`src/rtl/idex_skid_reg.sv`:
```
// idex_skid_reg
// ID/EX pipeline stage register built as a 2-entry valid/ready skid buffer.
// MAIN drives the EX-side outputs. SKID absorbs one extra beat while EX
// back-pressures. A synchronous flush squashes everything held plus the
// same-cycle input beat. Two saturating counters track stall and flush cycles.
//
// state | meaning
// EMPTY | no valid beat held, outputs are a bubble
// ONE   | MAIN holds a valid beat, SKID unused
// TWO   | MAIN and SKID both hold valid beats, upstream is held off
//
// Ports
//   clk, reset                 clock, async active-low reset
//   in_valid / in_ready        upstream handshake (in_ready is a flop)
//   ctrl_in ... rd_in          incoming decode payload
//   out_valid / out_ready      EX-side handshake
//   ctrl_out ... rd_out        MAIN payload (ctrl gated by out_valid)
//   flush                      squash held and incoming beats
//   cnt_clr                    clear both performance counters
//   stall_cnt, flush_cnt       saturating performance counters
module idex_skid_reg #(
    parameter int CTRL_W = 9,
    parameter int DATA_W = 32,
    parameter int IMM_W  = 16,
    parameter int REG_W  = 5,
    parameter int CNT_W  = 16
) (
    input  logic              clk,
    input  logic              reset,
    input  logic              in_valid,
    output logic              in_ready,
    input  logic [CTRL_W-1:0] ctrl_in,
    input  logic [DATA_W-1:0] pc4_in,
    input  logic [DATA_W-1:0] rd1_in,
    input  logic [DATA_W-1:0] rd2_in,
    input  logic [IMM_W-1:0]  imm_in,
    input  logic [REG_W-1:0]  rs_in,
    input  logic [REG_W-1:0]  rt_in,
    input  logic [REG_W-1:0]  rd_in,
    output logic              out_valid,
    input  logic              out_ready,
    output logic [CTRL_W-1:0] ctrl_out,
    output logic [DATA_W-1:0] pc4_out,
    output logic [DATA_W-1:0] rd1_out,
    output logic [DATA_W-1:0] rd2_out,
    output logic [IMM_W-1:0]  imm_out,
    output logic [REG_W-1:0]  rs_out,
    output logic [REG_W-1:0]  rt_out,
    output logic [REG_W-1:0]  rd_out,
    input  logic              flush,
    input  logic              cnt_clr,
    output logic [CNT_W-1:0]  stall_cnt,
    output logic [CNT_W-1:0]  flush_cnt
);

    localparam int PW = CTRL_W + 3*DATA_W + IMM_W + 3*REG_W;
    localparam logic [CNT_W-1:0] CNT_MAX = '1;

    typedef enum logic [1:0] {
        EMPTY = 2'd0,
        ONE   = 2'd1,
        TWO   = 2'd2
    } state_t;

    state_t state, state_nxt;

    logic [PW-1:0]     in_beat;
    logic [PW-1:0]     main_q;
    logic [PW-1:0]     skid_q;
    logic [CTRL_W-1:0] main_ctrl;

    logic accept;
    logic fire;
    logic load_main_in;
    logic load_main_skid;
    logic load_skid;
    logic stall_inc;
    logic flush_inc;

    assign in_beat = {ctrl_in, pc4_in, rd1_in, rd2_in, imm_in, rs_in, rt_in, rd_in};
    assign {main_ctrl, pc4_out, rd1_out, rd2_out, imm_out, rs_out, rt_out, rd_out} = main_q;

    assign out_valid = (state != EMPTY);
    assign ctrl_out  = main_ctrl & {CTRL_W{out_valid}};

    assign accept = in_valid & in_ready;
    assign fire   = out_valid & out_ready;

    always_comb begin
        state_nxt      = state;
        load_main_in   = 1'b0;
        load_main_skid = 1'b0;
        load_skid      = 1'b0;
        if (flush) begin
            // Squash wins over everything; payload is left as-is since
            // ctrl_out is already gated by out_valid.
            state_nxt = EMPTY;
        end else begin
            case (state)
                EMPTY: begin
                    if (accept) begin
                        load_main_in = 1'b1;
                        state_nxt    = ONE;
                    end
                end
                ONE: begin
                    if (accept && fire) begin
                        load_main_in = 1'b1;
                    end else if (accept) begin
                        load_skid = 1'b1;
                        state_nxt = TWO;
                    end else if (fire) begin
                        state_nxt = EMPTY;
                    end
                end
                TWO: begin
                    // in_ready is low here, so only the drain path exists.
                    if (fire) begin
                        load_main_skid = 1'b1;
                        state_nxt      = ONE;
                    end
                end
                default: state_nxt = EMPTY;
            endcase
        end
    end

    assign stall_inc = out_valid & ~out_ready & ~flush;
    assign flush_inc = flush & (out_valid | accept);

    always_ff @(posedge clk or negedge reset) begin
        if (!reset) begin
            state    <= EMPTY;
            in_ready <= 1'b0;
        end else begin
            state    <= state_nxt;
            in_ready <= (state_nxt != TWO);
        end
    end

    always_ff @(posedge clk or negedge reset) begin
        if (!reset) begin
            main_q <= '0;
            skid_q <= '0;
        end else begin
            if (load_main_in) begin
                main_q <= in_beat;
            end else if (load_main_skid) begin
                main_q <= skid_q;
            end
            if (load_skid) begin
                skid_q <= in_beat;
            end
        end
    end

    always_ff @(posedge clk or negedge reset) begin
        if (!reset) begin
            stall_cnt <= '0;
            flush_cnt <= '0;
        end else if (cnt_clr) begin
            stall_cnt <= '0;
            flush_cnt <= '0;
        end else begin
            if (stall_inc && (stall_cnt != CNT_MAX)) begin
                stall_cnt <= stall_cnt + CNT_W'(1);
            end
            if (flush_inc && (flush_cnt != CNT_MAX)) begin
                flush_cnt <= flush_cnt + CNT_W'(1);
            end
        end
    end

endmodule

```
`config.mk`:
```
export PLATFORM = sky130hd
export DESIGN_NAME = idex_skid_reg
export DESIGN_NICKNAME = d
export VERILOG_FILES = /design/src/rtl/idex_skid_reg.sv
export SDC_FILE = /design/constraint.sdc
export NUM_CORES = 1
export LEC_CHECK = 0
export BUFFER_PORTS_ARGS = -buffer_cell sky130_fd_sc_hd__buf_2
export CELL_PAD_IN_SITES_DETAIL_PLACEMENT = 0
export CELL_PAD_IN_SITES_GLOBAL_PLACEMENT = 1
export CORE_MARGIN = 2
export CORE_UTILIZATION = 40
export DETAILED_ROUTE_END_ITERATION = 8
export PLACE_DENSITY_LB_ADDON = 0.1
export SYNTH_ARGS = -nofsm -noshare
export SYNTH_HDL_FRONTEND = slang
export SYNTH_SLANG_ARGS = --single-unit
```
`constraint.sdc`:
```
create_clock -name clk -period 3.9 [get_ports clk]
set_input_delay 0.39 -clock clk [delete_from_list [all_inputs] [get_ports clk]]
set_output_delay 0.39 -clock clk [all_outputs]
set_load 0.01 [all_outputs]
```
==> summary.md <==
The leading area contributor after synthesis was sky130_fd_sc_hd__dfrtp_1. Buffers inserted during clock tree synthesis total 36. The run gives 14200 sq um as the post-synthesis cell area. Synthesis produced a netlist whose cell count is 1225. In this run the core area contains 69 standard-cell rows. Among all flip-flop cells after synthesis, the most frequent one is sky130_fd_sc_hd__dfrtp_1. The run gives 433 MHz as the maximum clock rate.

Across the VDD grid, the largest voltage drop is 355 uV. Measured against its own limit, the worst slew margin works out to 35.9%. The number of hold-slack violations in the final timing report came out at 0.

In this run the power density over the cells is 558 nW/um^2. Global routing finished with a remaining overflow of 0. The number of nets in the final layout was 1539. Kind of critical path: flop to flop. The run gives 2.46 mm as the total met3 wirelength after detailed routing. The tools report the sequential fraction of the synthesis area as 54.1%. Clock tree synthesis selected as its root buffer the cell sky130_fd_sc_hd__clkbuf_16.

The core region is 35200 sq um. Clock skew on the completed layout was measured at 0.00958 ns. The detail-routed via count per cell is 4.94, and the number of global-route vias before repair is 9079. Data on the critical path is required at its endpoint by 4.29 ns.

In this run, synthesis inferred 0 flip-flops with an integrated enable. The later pin in the worst-skew pair is clocked with a latency of 0.51 ns. The tools report the initial core utilization as 40.3%. The final number of max-transition violations is 0. The count of buffer and inverter cells on the critical path was 0. For this run, the share of the core covered by cells in the final layout is 47.0%. STA puts the critical path data arrival time at 2.70 ns. The run finished with clean final reports.

Type of the most critical hold path: primary input to flop. Counting the fill cells in the layout gives 3374. Summed over all failing endpoints, the final setup total negative slack is 0 ns. Highest-delay cell along the critical path: sky130_fd_sc_hd__nor4_2.

The peak per-stage delay on the critical path is 0.88 ns, and the portion of the clock cycle consumed by the worst path in the final layout is 59.2%. The tools report the total routed wirelength as 32.5 mm. The count of nets left with antenna violations once routing finished came out at 0. The netlist uses 47 different library cells. The run gives 21.6 mm as the half-perimeter wire length after detailed placement. The area growth from synthesis to layout is 16.7%.

The run gives 17.1% as the global router's overall resource usage. The total DRC errors in the routed layout is 0. The startpoint type of the worst setup path is a flop.

The first global-routing pass estimated 50.7 mm of wire. 312 I/O pins were placed. The H-tree generated during clock tree synthesis spans 2 levels. The critical path's top delay family was simple AND/OR/NAND/NOR gates. For the number of maximum-capacitance violations, the log shows 0. The worst setup path is captured at a flop. Top layer reached by signal wires: met5. Of the cells placed in the final design, the portion with a size suffix greater than 1 is 38.0%. The first detailed-routing pass took 4 iterations. Summing over every cut layer, the via total after detailed routing is 9323. The number of buffers on the longest clock path is 3.

The run gives 37000 sq um as the area of the die. The tools report the final weighted congestion in routability-driven placement as 0.734. The worst-path maximum fanout works out to 14. The post-CTS clock slew at the launch and capture registers of the worst setup and hold paths was 0.06 ns; the number of setup violations in the final report was 0.

The average wire per standard cell came out at 17.2 um. The tools report the number of antenna violations at the first check in global routing as 12. For the total clock sinks, the log shows 307. Walking the worst path, the cells encountered are ha_1, nand4_1, nor4_2, nor4b_1, mux2_2. The setup check on the worst reg-to-reg path leaves a slack of 1.59 ns. The routed design uses 14.7 mm of met2 wire.

At the pin with the least slew margin, the transition time is 0.953 ns. In this run, synthesis produced a sequential element count of 307. Measured along the x axis, the die boundary spans 192 um. Input and output buffers added on the ports amount to 311.

The largest net degree at the start of global routing is 100. The tools report the number of nets produced by synthesis as 1369. Dividing the synthesized area by the synthesized cell count gives 11.6 sq um. The leakage power summed over all cells was 7.29 nW. The floorplan step set the die height to 192 um. By area the synthesized netlist is led by sky130_fd_sc_hd__dfrtp_1 (54%), sky130_fd_sc_hd__mux2_2 (11%), sky130_fd_sc_hd__mux2i_1 (9.7%). Setup repair after global routing left no endpoint under its margin. TritonCTS built the clock tree. The area share of the leading cell type in the synthesized netlist is 54.1%, and the post-synthesis async set-or-reset flop share is 100%. The final critical path time including I/O delays and setup is 2.31 ns. For the count of warnings emitted by yosys, the log shows 0. The number of violations reported at the end of detailed-routing iteration 0 was 392.

After detailed routing, the wire length on met1 is 14.6 mm.
flip-flops by register name (all words and copies together) (netlist names):
signal     cells
skid_q       136
stall_cnt     16
state          2
main_q       136
in_ready       1
flush_cnt     16
stage by stage:
stage	power, mW	setup WS (ns)	instances	cell area [sq um]	hold WS, ns
floorplan	5.53	1.90	1225	14200	0.0944
global placement	5.81	1.60	1817	15300	0.488
detailed placement	5.87	1.59	1817	15300	0.493
CTS	9.39	1.58	1883	16600	0.0977
global route	9.76	1.33	1886	16600	0.110
finish	9.24	1.59	1887	16600	0.124
worst paths after layout:
path / from / depth (start not counted) / endpoint
setup reg to reg: stall_cnt[0] / 5 / stall_cnt[6]
max in group asynchronous: reset / 3 / skid_q[106]
hold / removal: rd2_in[7] / 2 / skid_q[38]
hold reg to reg: skid_q[100] / 1 / skid_q[100]
min in group asynchronous: reset / 2 / skid_q[56]
setup / recovery: stall_cnt[0] / 5 / stall_cnt[6]
what timing repair did:
item                       in CTS  in global routing
hold buffers                    1                  0
gates resized for setup         0                  0
setup buffers                   0                  0
setup endpoints to repair       0                  0
hold endpoints to repair       94                  0
power breakdown:
group / internal, mW / switching, mW
clock network: 2.15 / 1.30
logic: 0.795 / 0.739
registers: 3.90 / 0.350
worst register-to-register path, stage by stage (launching register included):
cell,delay (ns)
sky130_fd_sc_hd__dfrtp_1,0.41
sky130_fd_sc_hd__ha_1,0.22
sky130_fd_sc_hd__nand4_1,0.23
sky130_fd_sc_hd__nor4_2,0.88
sky130_fd_sc_hd__nor4b_1,0.15
sky130_fd_sc_hd__mux2_2,0.31
layer usage:
metal,track usage [%],vias up
met5,0,-
met2,26.6,250
met4,4.46,16
met3,5.40,54
li1,-,4528
met1,23.3,4475
area by class of cell:
class                   instances  area (sq um)  area share, %
diodes                          4          10.0         0.0604
clock buffers                  54          1100           6.65
clock inverters                11           141          0.853
inverters                       5          18.8          0.113
multi-input cells             715          5230           31.5
flip-flops and latches        307          7680           46.4
well taps                     461           577           3.48
repair buffers                330          1810           10.9
synth_stat cells (all sizes together) (5+ instances only):
master / instances
dfrtp: 307
buf: 167
a21oi: 162
nor2: 146
mux2: 142
mux2i: 138
clkbuf: 30
or4: 18
o31ai: 17
nand3: 12
and2: 11
nand2: 9
nand4: 8
o21ai: 8
nor2b: 7
or3: 6
and4: 5
inv: 5
nor4: 5
cell usage in the layout, fill, tap and decap left out, types with 15 or more instances in the layout:
cell / count
sky130_fd_sc_hd__buf_2: 310
sky130_fd_sc_hd__dfrtp_1: 307
sky130_fd_sc_hd__a21oi_1: 162
sky130_fd_sc_hd__nor2_1: 145
sky130_fd_sc_hd__mux2_2: 139
sky130_fd_sc_hd__mux2i_1: 138
sky130_fd_sc_hd__clkbuf_16: 38
sky130_fd_sc_hd__o31ai_1: 17
sky130_fd_sc_hd__or4_1: 15
cells by family (layout without fill, tap and decap cells):
| kind of cell | count (synthesis) | in the layout | share of synthesized area [%] |
|---|---|---|---|
| DFF | 307 | 307 | 54.1 |
| muxes | 280 | 280 | 21.0 |
| and+or+nand+nor | 239 | 239 | 8.26 |
| buffers and inverters | 203 | 400 | 9.16 |
| AOI/OAI and AO/OA | 194 | 194 | 7.32 |
| adders and majority gates | 2 | 2 | 0.176 |
| other | 0 | 4 | 0 |
No activity file was read; power rests on OpenSTA's default activity.
